--- config.mk ---
export PLATFORM = sky130hd
export DESIGN_NAME = dram_l2_req_sched_flat
export DESIGN_NICKNAME = d
export VERILOG_FILES = /design/src/rtl/dram_l2_req_sched_if.sv /design/src/rtl/dram_l2_req_sched.sv /design/src/flat_wrapper.sv
export SDC_FILE = /design/constraint.sdc
export NUM_CORES = 1
export LEC_CHECK = 0
export ABC_AREA = 1
export BUFFER_PORTS_ARGS = -buffer_cell sky130_fd_sc_hd__buf_2
export CAP_MARGIN = 20
export CORE_ASPECT_RATIO = 1.25
export CORE_UTILIZATION = 47
export DETAILED_ROUTE_END_ITERATION = 8
export PLACE_DENSITY = 0.73
export SYNTH_ARGS = -nofsm -noshare
export SYNTH_HDL_FRONTEND = slang
export SYNTH_SLANG_ARGS = --single-unit
export TNS_END_PERCENT = 50
--- constraint.sdc ---
create_clock -name rclk -period 4.2 [get_ports rclk]
set_input_delay 0.21 -clock rclk [delete_from_list [all_inputs] [get_ports rclk]]
set_output_delay 0.21 -clock rclk [all_outputs]
set_load 0.01 [all_outputs]
--- src/rtl/dram_l2_req_sched_if.sv ---
// Request, write-data, backend and return signals between sctag/scbuf, the
// scheduler and the DRAM controller backend.
interface dram_l2_req_sched_if;
  logic        sctag_dram_rd_req;
  logic        sctag_dram_rd_dummy_req;
  logic [2:0]  sctag_dram_rd_req_id;
  logic [39:5] sctag_dram_addr;
  logic        sctag_dram_wr_req;
  logic        scbuf_dram_data_vld_r5;
  logic        scbuf_dram_data_mecc_r5;
  logic        dram_sctag_rd_ack;
  logic        dram_sctag_wr_ack;
  logic        mc_rd_vld;
  logic [39:5] mc_rd_addr;
  logic [2:0]  mc_rd_id;
  logic        mc_rd_gnt;
  logic        mc_wr_vld;
  logic [39:5] mc_wr_addr;
  logic        mc_wr_mecc;
  logic        mc_wr_gnt;
  logic        mc_rtn_vld;
  logic [2:0]  mc_rtn_id;
  logic        dram_sctag_data_vld_r0;
  logic [1:0]  dram_sctag_chunk_id_r0;
  logic [2:0]  dram_sctag_rd_req_id_r0;
  logic        rtn_err;

  // Environment side: sctag/scbuf requesters plus the backend controller.
  modport master (
    output sctag_dram_rd_req, sctag_dram_rd_dummy_req, sctag_dram_rd_req_id,
           sctag_dram_addr, sctag_dram_wr_req, scbuf_dram_data_vld_r5,
           scbuf_dram_data_mecc_r5, mc_rd_gnt, mc_wr_gnt, mc_rtn_vld, mc_rtn_id,
    input  dram_sctag_rd_ack, dram_sctag_wr_ack, mc_rd_vld, mc_rd_addr, mc_rd_id,
           mc_wr_vld, mc_wr_addr, mc_wr_mecc, dram_sctag_data_vld_r0,
           dram_sctag_chunk_id_r0, dram_sctag_rd_req_id_r0, rtn_err
  );

  modport slave (
    input  sctag_dram_rd_req, sctag_dram_rd_dummy_req, sctag_dram_rd_req_id,
           sctag_dram_addr, sctag_dram_wr_req, scbuf_dram_data_vld_r5,
           scbuf_dram_data_mecc_r5, mc_rd_gnt, mc_wr_gnt, mc_rtn_vld, mc_rtn_id,
    output dram_sctag_rd_ack, dram_sctag_wr_ack, mc_rd_vld, mc_rd_addr, mc_rd_id,
           mc_wr_vld, mc_wr_addr, mc_wr_mecc, dram_sctag_data_vld_r0,
           dram_sctag_chunk_id_r0, dram_sctag_rd_req_id_r0, rtn_err
  );
endinterface

--- src/rtl/dram_l2_req_sched.sv ---
// DRAM-side L2 request scheduler: read/write arbitration with one-cycle acks,
// read queue to the backend, write-line slot and read-return chunk sequencer.
module dram_l2_req_sched #(
  parameter int RDQ_DEPTH = 4,
  parameter int WR_BEATS  = 8,
  parameter int RD_CHUNKS = 4
) (
  input logic rclk,
  input logic reset,
  dram_l2_req_sched_if.slave bus
);
  localparam int PW = $clog2(RDQ_DEPTH);
  localparam int CW = $clog2(RDQ_DEPTH + 1);
  localparam int BW = (WR_BEATS > 1) ? $clog2(WR_BEATS) : 1;
  localparam logic [BW-1:0] LAST_BEAT  = BW'(WR_BEATS - 1);
  localparam logic [1:0]    LAST_CHUNK = 2'(RD_CHUNKS - 1);

  typedef struct packed {
    logic [2:0]  id;
    logic [39:5] addr;
  } rdq_entry_t;

  typedef enum logic [1:0] {WR_IDLE, WR_DATA, WR_READY} wr_state_t;

  logic rd_ack_reg, wr_ack_reg, prefer_rd_reg;
  logic rd_elig, wr_elig, rd_grant, wr_grant;
  logic q_full, q_push, q_pop;

  rdq_entry_t        qmem_reg [RDQ_DEPTH];
  logic [PW-1:0]     wr_ptr_reg, rd_ptr_reg, rd_ptr_next;
  logic [CW-1:0]     count_reg, cnt_after_pop;
  logic              head_vld_reg, head_vld_next;
  rdq_entry_t        head_reg, head_next, push_entry;

  wr_state_t         wr_state_reg, wr_state_next;
  logic [BW-1:0]     beat_reg, beat_next;
  logic              mecc_reg, mecc_next, wr_vld_reg;
  logic [39:5]       waddr_reg, waddr_next;

  logic              dvld_reg, err_reg;
  logic [1:0]        chunk_reg;
  logic [2:0]        rid_reg;

  // Arbitration; the priority pointer only moves when both sides competed.
  always_comb begin
    q_full   = (count_reg == CW'(RDQ_DEPTH));
    rd_elig  = bus.sctag_dram_rd_req & ~rd_ack_reg & ~q_full;
    wr_elig  = bus.sctag_dram_wr_req & ~wr_ack_reg & (wr_state_reg == WR_IDLE);
    rd_grant = rd_elig & (~wr_elig | prefer_rd_reg);
    wr_grant = wr_elig & ~rd_grant;
  end

  always_ff @(posedge rclk) begin
    if (reset) begin
      rd_ack_reg    <= 1'b0;
      wr_ack_reg    <= 1'b0;
      prefer_rd_reg <= 1'b1;
    end else begin
      rd_ack_reg <= rd_grant;
      wr_ack_reg <= wr_grant;
      if (rd_elig & wr_elig) prefer_rd_reg <= wr_grant;
    end
  end

  // The request is still held during its ack cycle, so id/addr are pushed then.
  always_comb begin
    push_entry    = '{id: bus.sctag_dram_rd_req_id, addr: bus.sctag_dram_addr};
    q_push        = rd_ack_reg & ~bus.sctag_dram_rd_dummy_req;
    q_pop         = head_vld_reg & bus.mc_rd_gnt;
    cnt_after_pop = count_reg - CW'(q_pop);
    rd_ptr_next   = rd_ptr_reg + PW'(q_pop);
    head_vld_next = (cnt_after_pop != '0) | q_push;
    head_next     = (cnt_after_pop == '0) ? push_entry : qmem_reg[rd_ptr_next];
  end

  always_ff @(posedge rclk) begin
    if (q_push) qmem_reg[wr_ptr_reg] <= push_entry;
  end

  always_ff @(posedge rclk) begin
    if (reset) begin
      wr_ptr_reg   <= '0;
      rd_ptr_reg   <= '0;
      count_reg    <= '0;
      head_vld_reg <= 1'b0;
      head_reg     <= '0;
    end else begin
      if (q_push) wr_ptr_reg <= wr_ptr_reg + PW'(1);
      rd_ptr_reg   <= rd_ptr_next;
      count_reg    <= cnt_after_pop + CW'(q_push);
      head_vld_reg <= head_vld_next;
      head_reg     <= head_next;
    end
  end

  always_comb begin
    wr_state_next = wr_state_reg;
    beat_next     = beat_reg;
    mecc_next     = mecc_reg;
    waddr_next    = waddr_reg;
    case (wr_state_reg)
      WR_IDLE: if (wr_grant) begin
        wr_state_next = WR_DATA;
        beat_next     = '0;
        mecc_next     = 1'b0;
        waddr_next    = bus.sctag_dram_addr;
      end
      WR_DATA: if (bus.scbuf_dram_data_vld_r5) begin
        mecc_next = mecc_reg | bus.scbuf_dram_data_mecc_r5;
        if (beat_reg == LAST_BEAT) wr_state_next = WR_READY;
        else beat_next = beat_reg + BW'(1);
      end
      WR_READY: if (bus.mc_wr_gnt) wr_state_next = WR_IDLE;
      default: wr_state_next = WR_IDLE;
    endcase
  end

  always_ff @(posedge rclk) begin
    if (reset) begin
      wr_state_reg <= WR_IDLE;
      beat_reg     <= '0;
      mecc_reg     <= 1'b0;
      waddr_reg    <= '0;
      wr_vld_reg   <= 1'b0;
    end else begin
      wr_state_reg <= wr_state_next;
      beat_reg     <= beat_next;
      mecc_reg     <= mecc_next;
      waddr_reg    <= waddr_next;
      wr_vld_reg   <= (wr_state_next == WR_READY);
    end
  end

  // A return pulse during any chunk cycle, including the last, is dropped.
  always_ff @(posedge rclk) begin
    if (reset) begin
      dvld_reg  <= 1'b0;
      chunk_reg <= 2'd0;
      rid_reg   <= 3'd0;
      err_reg   <= 1'b0;
    end else if (dvld_reg) begin
      if (bus.mc_rtn_vld) err_reg <= 1'b1;
      if (chunk_reg == LAST_CHUNK) begin
        dvld_reg  <= 1'b0;
        chunk_reg <= 2'd0;
      end else begin
        chunk_reg <= chunk_reg + 2'd1;
      end
    end else if (bus.mc_rtn_vld) begin
      dvld_reg  <= 1'b1;
      chunk_reg <= 2'd0;
      rid_reg   <= bus.mc_rtn_id;
    end
  end

  assign bus.dram_sctag_rd_ack       = rd_ack_reg;
  assign bus.dram_sctag_wr_ack       = wr_ack_reg;
  assign bus.mc_rd_vld               = head_vld_reg;
  assign bus.mc_rd_addr              = head_reg.addr;
  assign bus.mc_rd_id                = head_reg.id;
  assign bus.mc_wr_vld               = wr_vld_reg;
  assign bus.mc_wr_addr              = waddr_reg;
  assign bus.mc_wr_mecc              = mecc_reg;
  assign bus.dram_sctag_data_vld_r0  = dvld_reg;
  assign bus.dram_sctag_chunk_id_r0  = chunk_reg;
  assign bus.dram_sctag_rd_req_id_r0 = rid_reg;
  assign bus.rtn_err                 = err_reg;
endmodule

--- src/flat_wrapper.sv ---
// flat-port wrapper written by rule: the top's interface ports become plain ports
module dram_l2_req_sched_flat 
#(
  parameter int RDQ_DEPTH = 4,
  parameter int WR_BEATS  = 8,
  parameter int RD_CHUNKS = 4
)
  (rclk, reset, bus_sctag_dram_rd_req, bus_sctag_dram_rd_dummy_req, bus_sctag_dram_rd_req_id, bus_sctag_dram_addr, bus_sctag_dram_wr_req, bus_scbuf_dram_data_vld_r5, bus_scbuf_dram_data_mecc_r5, bus_mc_rd_gnt, bus_mc_wr_gnt, bus_mc_rtn_vld, bus_mc_rtn_id, bus_dram_sctag_rd_ack, bus_dram_sctag_wr_ack, bus_mc_rd_vld, bus_mc_rd_addr, bus_mc_rd_id, bus_mc_wr_vld, bus_mc_wr_addr, bus_mc_wr_mecc, bus_dram_sctag_data_vld_r0, bus_dram_sctag_chunk_id_r0, bus_dram_sctag_rd_req_id_r0, bus_rtn_err);
  dram_l2_req_sched_if bus_i ();
  input logic rclk;
  input logic reset;
  input wire logic [$bits(bus_i.sctag_dram_rd_req)-1:0] bus_sctag_dram_rd_req;
  input wire logic [$bits(bus_i.sctag_dram_rd_dummy_req)-1:0] bus_sctag_dram_rd_dummy_req;
  input wire logic [$bits(bus_i.sctag_dram_rd_req_id)-1:0] bus_sctag_dram_rd_req_id;
  input wire logic [$bits(bus_i.sctag_dram_addr)-1:0] bus_sctag_dram_addr;
  input wire logic [$bits(bus_i.sctag_dram_wr_req)-1:0] bus_sctag_dram_wr_req;
  input wire logic [$bits(bus_i.scbuf_dram_data_vld_r5)-1:0] bus_scbuf_dram_data_vld_r5;
  input wire logic [$bits(bus_i.scbuf_dram_data_mecc_r5)-1:0] bus_scbuf_dram_data_mecc_r5;
  input wire logic [$bits(bus_i.mc_rd_gnt)-1:0] bus_mc_rd_gnt;
  input wire logic [$bits(bus_i.mc_wr_gnt)-1:0] bus_mc_wr_gnt;
  input wire logic [$bits(bus_i.mc_rtn_vld)-1:0] bus_mc_rtn_vld;
  input wire logic [$bits(bus_i.mc_rtn_id)-1:0] bus_mc_rtn_id;
  output wire logic [$bits(bus_i.dram_sctag_rd_ack)-1:0] bus_dram_sctag_rd_ack;
  output wire logic [$bits(bus_i.dram_sctag_wr_ack)-1:0] bus_dram_sctag_wr_ack;
  output wire logic [$bits(bus_i.mc_rd_vld)-1:0] bus_mc_rd_vld;
  output wire logic [$bits(bus_i.mc_rd_addr)-1:0] bus_mc_rd_addr;
  output wire logic [$bits(bus_i.mc_rd_id)-1:0] bus_mc_rd_id;
  output wire logic [$bits(bus_i.mc_wr_vld)-1:0] bus_mc_wr_vld;
  output wire logic [$bits(bus_i.mc_wr_addr)-1:0] bus_mc_wr_addr;
  output wire logic [$bits(bus_i.mc_wr_mecc)-1:0] bus_mc_wr_mecc;
  output wire logic [$bits(bus_i.dram_sctag_data_vld_r0)-1:0] bus_dram_sctag_data_vld_r0;
  output wire logic [$bits(bus_i.dram_sctag_chunk_id_r0)-1:0] bus_dram_sctag_chunk_id_r0;
  output wire logic [$bits(bus_i.dram_sctag_rd_req_id_r0)-1:0] bus_dram_sctag_rd_req_id_r0;
  output wire logic [$bits(bus_i.rtn_err)-1:0] bus_rtn_err;
  assign bus_i.sctag_dram_rd_req = bus_sctag_dram_rd_req;
  assign bus_i.sctag_dram_rd_dummy_req = bus_sctag_dram_rd_dummy_req;
  assign bus_i.sctag_dram_rd_req_id = bus_sctag_dram_rd_req_id;
  assign bus_i.sctag_dram_addr = bus_sctag_dram_addr;
  assign bus_i.sctag_dram_wr_req = bus_sctag_dram_wr_req;
  assign bus_i.scbuf_dram_data_vld_r5 = bus_scbuf_dram_data_vld_r5;
  assign bus_i.scbuf_dram_data_mecc_r5 = bus_scbuf_dram_data_mecc_r5;
  assign bus_i.mc_rd_gnt = bus_mc_rd_gnt;
  assign bus_i.mc_wr_gnt = bus_mc_wr_gnt;
  assign bus_i.mc_rtn_vld = bus_mc_rtn_vld;
  assign bus_i.mc_rtn_id = bus_mc_rtn_id;
  assign bus_dram_sctag_rd_ack = bus_i.dram_sctag_rd_ack;
  assign bus_dram_sctag_wr_ack = bus_i.dram_sctag_wr_ack;
  assign bus_mc_rd_vld = bus_i.mc_rd_vld;
  assign bus_mc_rd_addr = bus_i.mc_rd_addr;
  assign bus_mc_rd_id = bus_i.mc_rd_id;
  assign bus_mc_wr_vld = bus_i.mc_wr_vld;
  assign bus_mc_wr_addr = bus_i.mc_wr_addr;
  assign bus_mc_wr_mecc = bus_i.mc_wr_mecc;
  assign bus_dram_sctag_data_vld_r0 = bus_i.dram_sctag_data_vld_r0;
  assign bus_dram_sctag_chunk_id_r0 = bus_i.dram_sctag_chunk_id_r0;
  assign bus_dram_sctag_rd_req_id_r0 = bus_i.dram_sctag_rd_req_id_r0;
  assign bus_rtn_err = bus_i.rtn_err;
  dram_l2_req_sched #(.RDQ_DEPTH(RDQ_DEPTH), .WR_BEATS(WR_BEATS), .RD_CHUNKS(RD_CHUNKS)) u_core (.rclk(rclk), .reset(reset), .bus(bus_i));
endmodule
==> results of run 1 <==
-- tightest hold or removal path, delay by kind of cell --
| kind | cells | cell delay, ns |
|---|---|---|
| compound gates | 1 | 0.14 |
| buf+inv | 1 | 0.08 |
| simple gates | 2 | 0.11 |
-- power breakdown --
group          switching, µW  total (µW)  internal, µW
registers               97.0        2990          2900
clock network            909        2180          1270
logic                   1390        2070           684
total                   2390        7240          4850
-- logic make-up after synthesis --
logic type      after synthesis  share of synthesized area
buf+inv                     110                    0.05888
flops                       250                     0.6735
fa+ha+maj                    12                    0.01549
compound gates              173                    0.09451
xor+xnor                      2                   0.003358
simple gates                392                     0.1543
-- path summary, 6_finish.rpt --
kind,endpoint,depth (start not counted)
max,u_core.bus.mc_rd_vld$_SDFF_PP0_,9
min,u_core.bus.mc_wr_mecc$_SDFFE_PP0P_,4
max reg2reg,u_core.bus.mc_rd_vld$_SDFF_PP0_,9
min reg2reg,u_core.bus.mc_wr_addr[31]$_SDFFE_PP0P_,2
-- per-layer routing --
| layer | vias up | share of wire | track usage |
|---|---|---|---|
| li1 | 3426 | - | - |
| met3 | 38 | 0.052 | 0.03318 |
| met1 | 3215 | 0.42 | 0.2536 |
| met4 | 0 | 0.022 | 0.06479 |
| met5 | - | 0 | 0 |
| met2 | 184 | 0.51 | 0.3544 |
-- metrics by stage --
step / setup slack (ns) / instances / hold slack [ns]
6_report: 1.734 / 1392 / 0.04765
5_1_grt: 1.467 / 1392 / 0.04785
4_1_cts: 1.683 / 1392 / 0.03373
3_5_place_dp: 1.702 / 1305 / 0.4417
3_3_place_gp: 1.706 / 1305 / 0.4322
2_1_floorplan: 1.448 / 939 / 0.3089
-- cells in the mapped netlist --
library cell / count / area share
xnor2_2: 1 / 0.0017
inv_2: 1 / 0.00039
nand3b_1: 1 / 0.00077
nand2_2: 1 / 0.00065
o21bai_4: 1 / 0.0019
dfxtp_1: 98 / 0.20
a211oi_1: 1 / 0.00077
buf_2: 10 / 0.0052
buf_4: 12 / 0.0093
o21ai_1: 39 / 0.020
inv_4: 1 / 0.00065
xor2_2: 1 / 0.0017
ha_1: 12 / 0.015
nor2_2: 1 / 0.00065
inv_1: 58 / 0.022
a21boi_0: 12 / 0.0093
nor2_1: 128 / 0.050
edfxtp_1: 152 / 0.47
a31o_2: 1 / 0.00090
buf_6: 13 / 0.015
o21ai_0: 55 / 0.028
nand4_1: 1 / 0.00065
nand2_1: 254 / 0.098
a21oi_1: 64 / 0.033
clkbuf_1: 15 / 0.0058
nor3_2: 1 / 0.0010
nand3_1: 5 / 0.0026
-- layout make-up --
type,instances,area [µm²]
Fill cell,1715,8444
Sequential cell,250,6526
Multi-Input combinational cell,579,2644
Timing Repair Buffer,188,1179
Clock buffer,29,670.6
Tap cell,270,337.8
Inverter,60,227.7
Clock inverter,16,145.1
==> out/metrics.cfg, run 1 <==
[outcome]
status = completed

[pwr]
p_leak_uw = 0.005054
p_per_area_nw_per_um2 = 617.3
ir_worst_vdd_mv = 0.3260
total_power_uw = 7241

[synth]
ys_seq_area_frac = 0.6735
synth_cell_types = 27
avgSynthCellArea_um2 = 10.32
syn_area_um2 = 9691
ys_ff_latch = 250
ys_warn_count = 0
syn_inst = 939
synth_nets = 1002

[place]
place_congestion = 0.7326
portBuffers = 135
hpwl_mm = 11.99
postPlaceCellArea_um2 = 10490

[timing]
finalSetupViolCount = 0
period_minus_slack_ns = 2.466
worstMarginPinSlew_ns = 0.9849
timing.final.crit_share = 0.5873
hold_violations = 0
clock_skew_ns = 0.01828
finalMaxSlewViolations = 0
rsz0062_at_grt = no
relSlewSlack = 0.3424
max_freq_ghz = 0.4054
fin_setup_tns_ns = 0

[floorplan]
die_w_um = 130.4
core_area_um2 = 20170
io_pins = 136
die_y_um = 162.5
rows = 58
start_util = 0.4803
die-area_um2 = 21200

[grt]
track_usage = 0.2024
grt_max_degree = 77
grt_pass1_wl_mm = 33.37
grt_pass1_vias = 6624
grt_overflow_total = 0
antenna_found_initial = 0

[detailed_routing]
viasPerCell = 4.930
drt-total-wl_mm = 21.09
wl_per_cell_um = 15.15
ant_nets = 0
num_vias = 6863
drc = 0
drt_iter0_drc = 440
firstDrtPassIters = 5

[layout]
areaGrowthSynthToFinish_pct = 21.05
antenna_cells = 0
largest_reg_flops = 152
nets = 1167
finalInstanceArea_um2 = 11730
drive_gt1_frac = 0.1809
final_cell_mix = nand2_1 (254), edfxtp_1 (152), buf_2 (135)
final_util = 0.5814
layout_commonest_cell = nand2_1

[cts]
insertion_delay_ns = 0.52
cts-resized-gates = 0
cts.sinks = 250
cts.path.max_buffers = 3
clk_pin_slew_worst_paths_ns = 0.06
cts_root_buf = clkbuf_16
post-cts-setup-buffer-count = 0
cts_buffers = 25
postCtsHoldBufs = 42
ctsHtreeMaxLevel = 1
cts_tree = built

[worst_setup_path]
crit_start = u_core.bus.mc_rd_vld$_SDFF_PP0_
path_class = reg -> reg
critPathMaxFanout = 39
critPathBufInv = 2
rr_startpoint = u_core.bus.mc_rd_vld$_SDFF_PP0_
cp_cell_sequence = nand2_1, inv_1, ha_1, ha_1, xor2_2, nor2_1, nand2_2, o21ai_0, inv_1
cp-start-kind = flop
slowest_delay_ns = 0.54
arrival_ns = 2.86
slowest_stage = nand2_2
path_delay_family = simple AND/OR/NAND/NOR gates
critPathCaptureType = flop
cp.required_ns = 4.59
ff2ff_setup_slack_ns = 1.73

[hold_path]
hp-class = in -> reg
hold_start = bus_scbuf_dram_data_mecc_r5

[flow_run]
max_cap_violations = 0

No activity file was read; power rests on OpenSTA's default activity.
==> inputs of run 2 (changes only) <==
--- a/config.mk
+++ b/config.mk
@@ -11,7 +11,7 @@
 export CORE_ASPECT_RATIO = 1.25
 export CORE_UTILIZATION = 47
 export DETAILED_ROUTE_END_ITERATION = 8
-export PLACE_DENSITY = 0.73
+export PLACE_DENSITY = 0.76
 export SYNTH_ARGS = -nofsm -noshare
 export SYNTH_HDL_FRONTEND = slang
 export SYNTH_SLANG_ARGS = --single-unit
==> constraint.sdc (replaced) <==
create_clock -name rclk -period 2.1 [get_ports rclk]
set_input_delay 0.105 -clock rclk [delete_from_list [all_inputs] [get_ports rclk]]
set_output_delay 0.105 -clock rclk [all_outputs]
set_load 0.01 [all_outputs]
==> out/metrics.cfg, run 2 (synthesis results as in run 1) <==
[outcome]
status = completed

[pwr]
p_leak_uw = 0.005179  ; +2.5%
internal_power_uw = 10050  ; +110%
pwr-share-seq = 0.404  ; -0.009
ir_worst_vdd_mv = 0.8983  ; +180%
clockPowerShare = 0.299  ; -0.002
p_sw_uw = 4783  ; +100%
p_per_area_nw_per_um2 = 1237  ; +100%
sw_frac_of_total = 0.3224  ; -0.007972
pwr-share-comb = 0.297  ; +0.011

[worst_setup_path]
arrival_ns = 2.30  ; -0.56 ns
ff2ff_setup_slack_ns = 0.23  ; -1.51 ns
path_class = reg -> reg
r2r_cells = 10  ; +1
critPathMaxFanout = 39  ; unchanged
cp.required_ns = 2.53  ; -2.06 ns
cp-start-kind = flop
critPathCaptureType = flop

[layout]
multi_input_area_um2 = 2654  ; +0.38%
ff_latch_area_um2 = 6526  ; unchanged
finalInstanceArea_um2 = 11990  ; +2.2%
fillers = 1663  ; -3.0%
largest_reg_flops = 152  ; unchanged
final_cells = 1406  ; +1.0%
areaGrowthSynthToFinish_pct = 23.72
layout_commonest_cell = nand2_1
antenna_cells = 0  ; unchanged
nets = 1181  ; +1.2%
final_cell_mix = nand2_1 (254), edfxtp_1 (152), buf_2 (135)
drive_gt1_frac = 0.1840  ; +0.003052
final_util = 0.5943  ; +0.01284

[timing]
max_freq_ghz = 0.5336  ; +32%
rsz0062_at_grt = no
relSlewSlack = 0.6707  ; +0.3283
finalSetupViolCount = 0  ; unchanged
finalMaxSlewViolations = 0  ; unchanged
hold_violations = 0  ; unchanged
fin_setup_tns_ns = 0  ; unchanged
worst_slack_ns = 0.2258  ; -1.508 ns
period_minus_slack_ns = 1.874  ; -0.5922 ns
clock_skew_ns = 0.01489  ; -0.003387 ns
timing.final.crit_share = 0.8925  ; +0.3052
worstMarginPinSlew_ns = 0.4939  ; -0.4910 ns

[grt]
antenna_found_initial = 0  ; unchanged
grt_max_degree = 78  ; +1.3%
track_usage = 0.2028  ; +0.0003145
grt_pass1_wl_mm = 33.09  ; -0.83%
grt_pass1_vias = 6483  ; -2.1%
grt_overflow_total = 0  ; unchanged

[detailed_routing]
ant_nets = 0  ; unchanged
viasPerCell = 4.941  ; +0.22%
drt_iter0_drc = 469  ; +6.6%
drc = 0  ; unchanged
wl_per_cell_um = 15.22  ; +0.48%
firstDrtPassIters = 5  ; unchanged
drt-total-wl_mm = 21.40  ; +1.5%
num_vias = 6947  ; +1.2%

[cts]
cts.sinks = 250  ; unchanged
cts.path.max_buffers = 3  ; unchanged
ctsHtreeMaxLevel = 1  ; unchanged
post-cts-setup-buffer-count = 0  ; unchanged
cts-resized-gates = 0  ; unchanged
cts_root_buf = clkbuf_16
cts_tree = built
cts_buffers = 24  ; -4.0%
clk_pin_slew_worst_paths_ns = 0.07  ; about the same
insertion_delay_ns = 0.51  ; about the same

[place]
place_congestion = 0.7274  ; -0.71%
portBuffers = 135  ; unchanged
dpl.cell_count = 1315  ; +0.77%
pre_cts_ws_ns = 0.2512  ; -1.451 ns
hpwl_mm = 12.31  ; +2.6%
postPlaceCellArea_um2 = 10690  ; +1.9%

[floorplan]
die_y_um = 162.5  ; unchanged
rows = 58  ; unchanged
die_w_um = 130.4  ; unchanged
core_area_um2 = 20170  ; unchanged
io_pins = 136  ; unchanged
die-area_um2 = 21200  ; unchanged
start_util = 0.4803  ; unchanged

[hold_path]
hp-class = in -> reg
hold_depth = 4  ; unchanged

[flow_run]
max_cap_violations = 0  ; unchanged

[run 2: cell types whose count changed in the layout (fill, tap and decap cells not counted), sizes merged]
cell	delta
buf	+10
clkbuf	+6
dlygate4sd3	+5
clkinvlp	-4
clkinv	-3
[run 2: area by class of cell]
class / count / area share
sequential: 250 / 0.5444
tap: 270 / 0.02818
timing repair buffer: 203 / 0.1181
inverter: 60 / 0.01899
clock inverter: 9 / 0.007723
clock buffer: 35 / 0.06126
multi-input combinational: 579 / 0.2214
[run 2: metrics by stage]
step / total power [µW] / hold slack, ns
after global placement: 10350 / 0.3260
final: 14840 / 0.009256
after detailed placement: 10460 / 0.3391
after CTS: 14940 / 0.005964
after floorplan: 9077 / 0.2039
after global routing: 15720 / 0.03781
[run 2: final timing paths]
path | to | startpoint
worst max register to register | u_core.bus.mc_rd_addr[12]$_SDFF_PP0_ | u_core.bus.mc_rd_vld$_SDFF_PP0_
worst min-delay path | u_core.bus.dram_sctag_rd_ack$_SDFF_PP0_ | bus_sctag_dram_wr_req
worst min register to register | u_core.bus.mc_wr_addr[29]$_SDFFE_PP0P_ | u_core.bus.mc_wr_addr[29]$_SDFFE_PP0P_
worst max-delay path | u_core.bus.mc_rd_addr[12]$_SDFF_PP0_ | u_core.bus.mc_rd_vld$_SDFF_PP0_
[run 2: timing repair]
action / in CTS / in global routing
hold buffers: 47 / 0
setup endpoints to repair: 0 / 0
hold endpoints to repair: 235 / 0
[run 2: critical path: stages (launching register included)]
cell	delay, ns
dfxtp_1	0.31
nand2_1	0.06
inv_1	0.07
ha_1	0.21
ha_1	0.24
xor2_2	0.28
nor2_1	0.08
nand2_2	0.08
buf_12	0.22
nand2_1	0.08
a21oi_1	0.14
[run 2: metal layers]
| metal | global-route usage | vias up | share of wire |
|---|---|---|---|
| met4 | 0.07158 | 0 | 0.028 |
| met1 | 0.2480 | 3264 | 0.41 |
| met2 | 0.3644 | 184 | 0.51 |
| li1 | - | 3455 | - |
| met5 | 0 | - | 0 |
| met3 | 0.02530 | 44 | 0.051 |
[run 2: power by group through the flow]
stage / clock network [µW] / registers [µW] / logic, µW
3_3_place_gp: 0 / 6110 / 4250
6_report: 4430 / 5990 / 4410
3_5_place_dp: 0 / 6100 / 4360
5_1_grt: 4690 / 6050 / 4980
2_1_floorplan: 0 / 6330 / 2750
4_1_cts: 4490 / 6000 / 4450
